`config.mk`:
```
export PLATFORM = sky130hd
export DESIGN_NAME = elevator_request_scheduler
export DESIGN_NICKNAME = d
export VERILOG_FILES = /design/src/rtl/elevator_request_scheduler.sv
export SDC_FILE = /design/constraint.sdc
export NUM_CORES = 1
export LEC_CHECK = 0
export CORE_MARGIN = 2
export CORE_UTILIZATION = 39
export CTS_CLUSTER_SIZE = 30
export DETAILED_ROUTE_END_ITERATION = 6
export SYNTH_ARGS = -nofsm -noshare
export SYNTH_HDL_FRONTEND = slang
export SYNTH_SLANG_ARGS = --single-unit
```
`constraint.sdc`:
```
create_clock -name clk -period 2.61 [get_ports clk]
set_input_delay 0.522 -clock clk [delete_from_list [all_inputs] [get_ports clk]]
set_output_delay 0.522 -clock clk [all_outputs]
set_load 0.01 [all_outputs]
```
`src/rtl/elevator_request_scheduler.sv`:
```
// elevator_request_scheduler: four-floor elevator call scheduler with edge-detected buttons and a directional sweep
// Ports: clk, rst_n (async active-low); call_btn[3:0] level call buttons; present_floor[3:0] one-hot floor feedback;
//        target_floor[3:0] one-hot requested floor; pending[3:0] outstanding requests; dir_up/dir_down travel state;
//        door_open high during dwell. Define ELEVATOR_BTN_SYNC_EN to add a 2-flop button synchronizer (+2 cycles latency).
module elevator_request_scheduler #(
  parameter int DWELL_CYCLES = 4
) (
  input  logic       clk,
  input  logic       rst_n,
  input  logic [3:0] call_btn,
  input  logic [3:0] present_floor,
  output logic [3:0] target_floor,
  output logic [3:0] pending,
  output logic       dir_up,
  output logic       dir_down,
  output logic       door_open
);
  typedef enum logic [1:0] {IDLE, UP, DOWN, DWELL} state_t;
  state_t state, state_nx;
  logic lastdir, lastdir_nx, valid, go_up, go_down, pref_up;
  logic [7:0] cnt, cnt_nx;
  logic [3:0] btn_s, cur, prev, rise, clr, below, above, pa, pb, lo_pa, hi_pb, target_nx, pending_nx;
`ifdef ELEVATOR_BTN_SYNC_EN
  logic [3:0] sync1, sync2;
  always_ff @(posedge clk or negedge rst_n)
    if (!rst_n) begin
      sync1 <= '0;
      sync2 <= '0;
    end else begin
      sync1 <= call_btn;
      sync2 <= sync1;
    end
  assign btn_s = sync2;
`else
  assign btn_s = call_btn;
`endif
  // cur is the sample register, prev the previous sample; a request fires one cycle after sampling
  assign rise  = cur & ~prev;
  assign below = present_floor - 4'd1;
  assign above = ~(below | present_floor);
  assign valid = (present_floor != 4'd0) && ((present_floor & below) == 4'd0);
  assign pa    = pending & above;
  assign pb    = pending & below;
  assign lo_pa = pa & (~pa + 4'd1);
  assign hi_pb = pb[3] ? 4'b1000 : pb[2] ? 4'b0100 : pb[1] ? 4'b0010 : pb[0] ? 4'b0001 : 4'b0000;
  // while travelling only the committed target floor is cleared on pass-through
  assign clr = valid ? present_floor & (((state == UP) || (state == DOWN)) ? target_floor : 4'hf) : 4'h0;
  assign pending_nx = (pending | rise) & ~clr;
  // IDLE prefers up; DWELL prefers the direction of the last travel
  assign pref_up = (state == IDLE) ? 1'b1 : lastdir;
  assign go_up   = (pa != 4'd0) && (pref_up || (pb == 4'd0));
  assign go_down = (pb != 4'd0) && !go_up;
  always_comb begin
    state_nx   = state;
    target_nx  = present_floor;
    lastdir_nx = lastdir;
    cnt_nx     = cnt;
    if (!valid) begin
      state_nx  = IDLE;
      target_nx = 4'b0001;
    end else begin
      case (state)
        UP, DOWN: begin
          if (present_floor == target_floor) begin
            state_nx   = DWELL;
            cnt_nx     = 8'(DWELL_CYCLES - 1);
            lastdir_nx = (state == UP);
          end else if ((state == UP) ? (pa != 4'd0) : (pb != 4'd0)) begin
            target_nx = (state == UP) ? lo_pa : hi_pb;
          end else begin
            state_nx = IDLE;
          end
        end
        DWELL: begin
          if (cnt != 8'd0) begin
            cnt_nx = cnt - 8'd1;
          end else begin
            state_nx  = go_up ? UP : go_down ? DOWN : IDLE;
            target_nx = go_up ? lo_pa : go_down ? hi_pb : present_floor;
          end
        end
        default: begin
          state_nx  = go_up ? UP : go_down ? DOWN : IDLE;
          target_nx = go_up ? lo_pa : go_down ? hi_pb : present_floor;
        end
      endcase
    end
  end
  always_ff @(posedge clk or negedge rst_n)
    if (!rst_n) begin
      state        <= IDLE;
      lastdir      <= 1'b1;
      cnt          <= '0;
      cur          <= '0;
      prev         <= '0;
      pending      <= '0;
      target_floor <= 4'b0001;
      dir_up       <= 1'b0;
      dir_down     <= 1'b0;
      door_open    <= 1'b0;
    end else begin
      state        <= state_nx;
      lastdir      <= lastdir_nx;
      cnt          <= cnt_nx;
      cur          <= btn_s;
      prev         <= cur;
      pending      <= pending_nx;
      target_floor <= target_nx;
      dir_up       <= (state_nx == UP);
      dir_down     <= (state_nx == DOWN);
      door_open    <= (state_nx == DWELL);
    end
endmodule

```
==> results.md, run 1 <==
* Post-synth cell types at 52
* GP Congestion at 0.906
* Finish-stage setup viols at 0
* Iter 0 DRT Violations at 211
* Detail Placement HPWL at 3830 um
* DR vias at 1833
* Final wirelength at 5130 um
* Clock share of power at 24.9%
* Critical path required time at 2.76 ns
* CTS sink cnt at 30
* Input/output buffers at 20
* Die ar. at 5470 sq um
* Finished Layout Cells at 331
* P_leak at 1.15 nW
* RSZ-0062 raised after global routing: false
* Synthesis-to-finish area growth at 37.9%
* Crit. End Element: flip-flop
* Initial antenna violation count at 0
* Worst r2r src: cnt[0]$_DFFE_PN0P_
* Status: finished, final reports clean
* I/O pins at 21
* Crit Path Max Fanout at 6
* Seq cells post-synth at 30
* Synth Cell Area at 1910 sq um
* Post-CTS Hold Buffers at 0
* CP startpoint kind: primary input
* Tightest Hold Check Type: flip-flop to flip-flop
* H-tree levels at 2
* Worst Setup SP: present_floor[2]
* DR WL/cell at 15.5 um
* Ys Warns at 0
* Syn Inst Count at 200
* Measured slew at the worst slew-check pin at 0.663 ns
* Setup_tns at 0 ns
* Tmin final at 2.55 ns
* Clock Tree Buf Depth at 2
* Top FF cell, synth: dfrtp_1
* Largest area contributor in the netlist: dfrtp_1
* NetSw at 0.527 mW
* Die Ht at 74.0 um
* Cell Count Post-Placement at 321
* Yosys top cell area share at 36.7%
* CTS Buf Count at 5
* Max frequency at 392 MHz
* First-pass GRT wire length at 8100 um
* Vias in the first global route at 1613
* Sequential area share after synthesis at 39.4%
* Fin. max-slew vios at 0
* Max_cap viols at 0
* Synth area leaders: dfrtp_1, ha_1, a21oi_1
* Via density at 5.54
* Die width at 74.0 um
* DRC Markers at 0
* Part of the cycle the worst path needs at 97.7%
* Drt first pass iters at 5
* Internal at 1.01 mW
* Setup Skew at 0.00528 ns
* Pwr Density at 583 nW/um^2
* EDFF count, synth at 0
* HP Start: cur[1]$_DFF_PN0_
* Sw frac at 34.3%
* Syn avg cell area at 9.55 sq um
* Overall routing resource usage at 19.8%
* Antenna Cells at 0
* # rows at 25
* Worst IR Drop VDD at 351 uV
* Mapped Nets at 222
* Logic pwr share at 37.8%
* Final core occ at 55.8%
* Clk slew on worst S/H paths at 0.06 ns
* Flop pwr share at 37.2%
* Gr ovfl total at 0
* Largest net degree at the start of global routing at 31
* Core area at 4720 sq um
* Final hold violation count at 0
* Initial core utilization at 40.4%
* Share of layout cells above drive strength 1 at 26.1%
* FFs w/ async S/R, synth at 100%
* CTS tree: built
* Kind of critical path: primary input to flip-flop
* Clock Root Buffer: clkbuf_8
* Post-route ant nets at 0
* NumNets Final at 285
* Relative slew slack at 55.2%
* CP arrival at 2.70 ns
* Clock latency on the worst-skew pair at 0.29 ns
-- cell families after synthesis --
family                   Yosys count  synth area share (%)
AND/OR/NAND/NOR                   71                  21.4
AO/OA/AOI/OAI                     60                  23.1
flip-flops                        30                  39.4
buffers and inverters             18                  3.60
adder cells (fa/ha/maj)           12                  7.86
XOR/XNOR                           5                  2.29
multiplexers                       4                  2.23
-- cell usage in the layout, fill, tap and decap left out, drive strengths merged, types with 4 or more instances in the layout --
cell,count
nand2b,5
ha,12
dfrtp,28
o21ai,12
a31oi,8
nand3,11
clkdlybuf4s50,18
nand4,4
buf,41
a22oi,4
nor2,10
a21oi,11
xor2,5
nor2b,5
o31ai,5
or3,4
nor3,7
clkbuf,7
inv,13
nand2,12
-- metal layers --
metal	vias to the layer above	share of wire [%]	global-route usage (%)	wire, um
met5	-	0	0	0
met4	0	2.7	9.90	138
met3	13	6.1	4.34	314
met2	75	44	29.6	2280
met1	866	47	27.1	2400
li1	879	-	-	-
-- power by group through the flow --
stage               clock network [mW]  registers, mW  logic [mW]
floorplan                            0          0.576       0.300
global placement                     0          0.578       0.546
detailed placement                   0          0.579       0.550
CTS                              0.402          0.571       0.557
global route                     0.417          0.579       0.629
finish                           0.383          0.572       0.581
-- final timing paths --
check | to | slack, ns | cells after the start
max | target_floor[2]$_DFF_PN0_ | 0.06 | 10
min | prev[1]$_DFF_PN0_ | 0.37 | 0
max reg2reg | dir_up$_DFF_PN0_ | 0.36 | 7
min reg2reg | prev[1]$_DFF_PN0_ | 0.37 | 0
max in group asynchronous | target_floor[0]$_DFF_PN1_ | 1.66 | 2
min in group asynchronous | pending[2]$_DFF_PN0_ | 0.63 | 2
-- area by class of cell --
cell class / count / area [sq um]
clock buffers: 7 / 86.3
clock inverters: 1 / 5.00
fillers: 434 / 2090
inverters: 13 / 48.8
multi-input cells: 152 / 1140
flip-flops and latches: 30 / 753
well taps: 67 / 83.8
repair buffers: 61 / 517
-- flip-flops by register name, summed over array words and instances (netlist names) --
register      count
door_open         1
state             2
dir_down          1
target_floor      4
dir_up            1
pending           4
cnt               8
prev              4
cur               4
lastdir           1
-- critical path: stages --
cell and delay, ns:
clkdlybuf4s50_1 0.45, inv_2 0.12, nand3_2 0.11, ha_4 0.30, a22oi_2 0.06, buf_6 0.14
a311o_1 0.39, and4_1 0.22, o31ai_1 0.26, a31oi_1 0.13
-- cell usage after synthesis, drive strengths merged, types with 2 or more instances --
| cell type | number |
|---|---|
| ha | 12 |
| and2 | 2 |
| a31oi | 8 |
| o22a | 2 |
| mux2 | 2 |
| a21oi | 11 |
| nor4 | 2 |
| o21ai | 12 |
| or3 | 4 |
| mux2i | 2 |
| nand3 | 11 |
| nor4b | 2 |
| o31ai | 5 |
| dfrtp | 28 |
| nand4 | 4 |
| nand2 | 12 |
| or4 | 2 |
| inv | 13 |
| nand2b | 5 |
| nor2 | 10 |
| a21o | 2 |
| nor2b | 5 |
| nor3 | 7 |
| clkbuf | 4 |
| xor2 | 5 |
| dfstp | 2 |
| o211ai | 2 |
| a22oi | 4 |
| or4b | 2 |
-- through the flow --
stage / hold slack (ns) / setup WS (ns) / total power, mW / area, sq um
final: 0.369 / 0.0609 / 1.54 / 2630
after floorplan: 0.226 / 0.0452 / 0.876 / 1920
after global routing: 0.385 / 0.000299 / 1.63 / 2630
after global placement: 0.354 / -0.250 / 1.12 / 2470
after CTS: 0.374 / 0.00766 / 1.53 / 2570
after detailed placement: 0.360 / -0.314 / 1.13 / 2470
-- what timing repair did --
action	in CTS	in global routing
pin swaps	0	3
setup buffers	0	2
endpoints found under the setup margin	1	9
resized for setup	1	12
Power figures use the tool's default switching activity.
==> run 2, diff against run 1 <==
--- a/constraint.sdc
+++ b/constraint.sdc
@@ -3,2 +3,2 @@
 set_output_delay 0.522 -clock clk [all_outputs]
-set_load 0.01 [all_outputs]
+set_load 0.005 [all_outputs]
==> results of run 2 <==
The final DEF is identical to that of run 1. Status: finished, final reports clean.
Main changes from that run: total power 1.54 mW -> 1.53 mW; worst IR drop on VDD 351 uV -> 350 uV
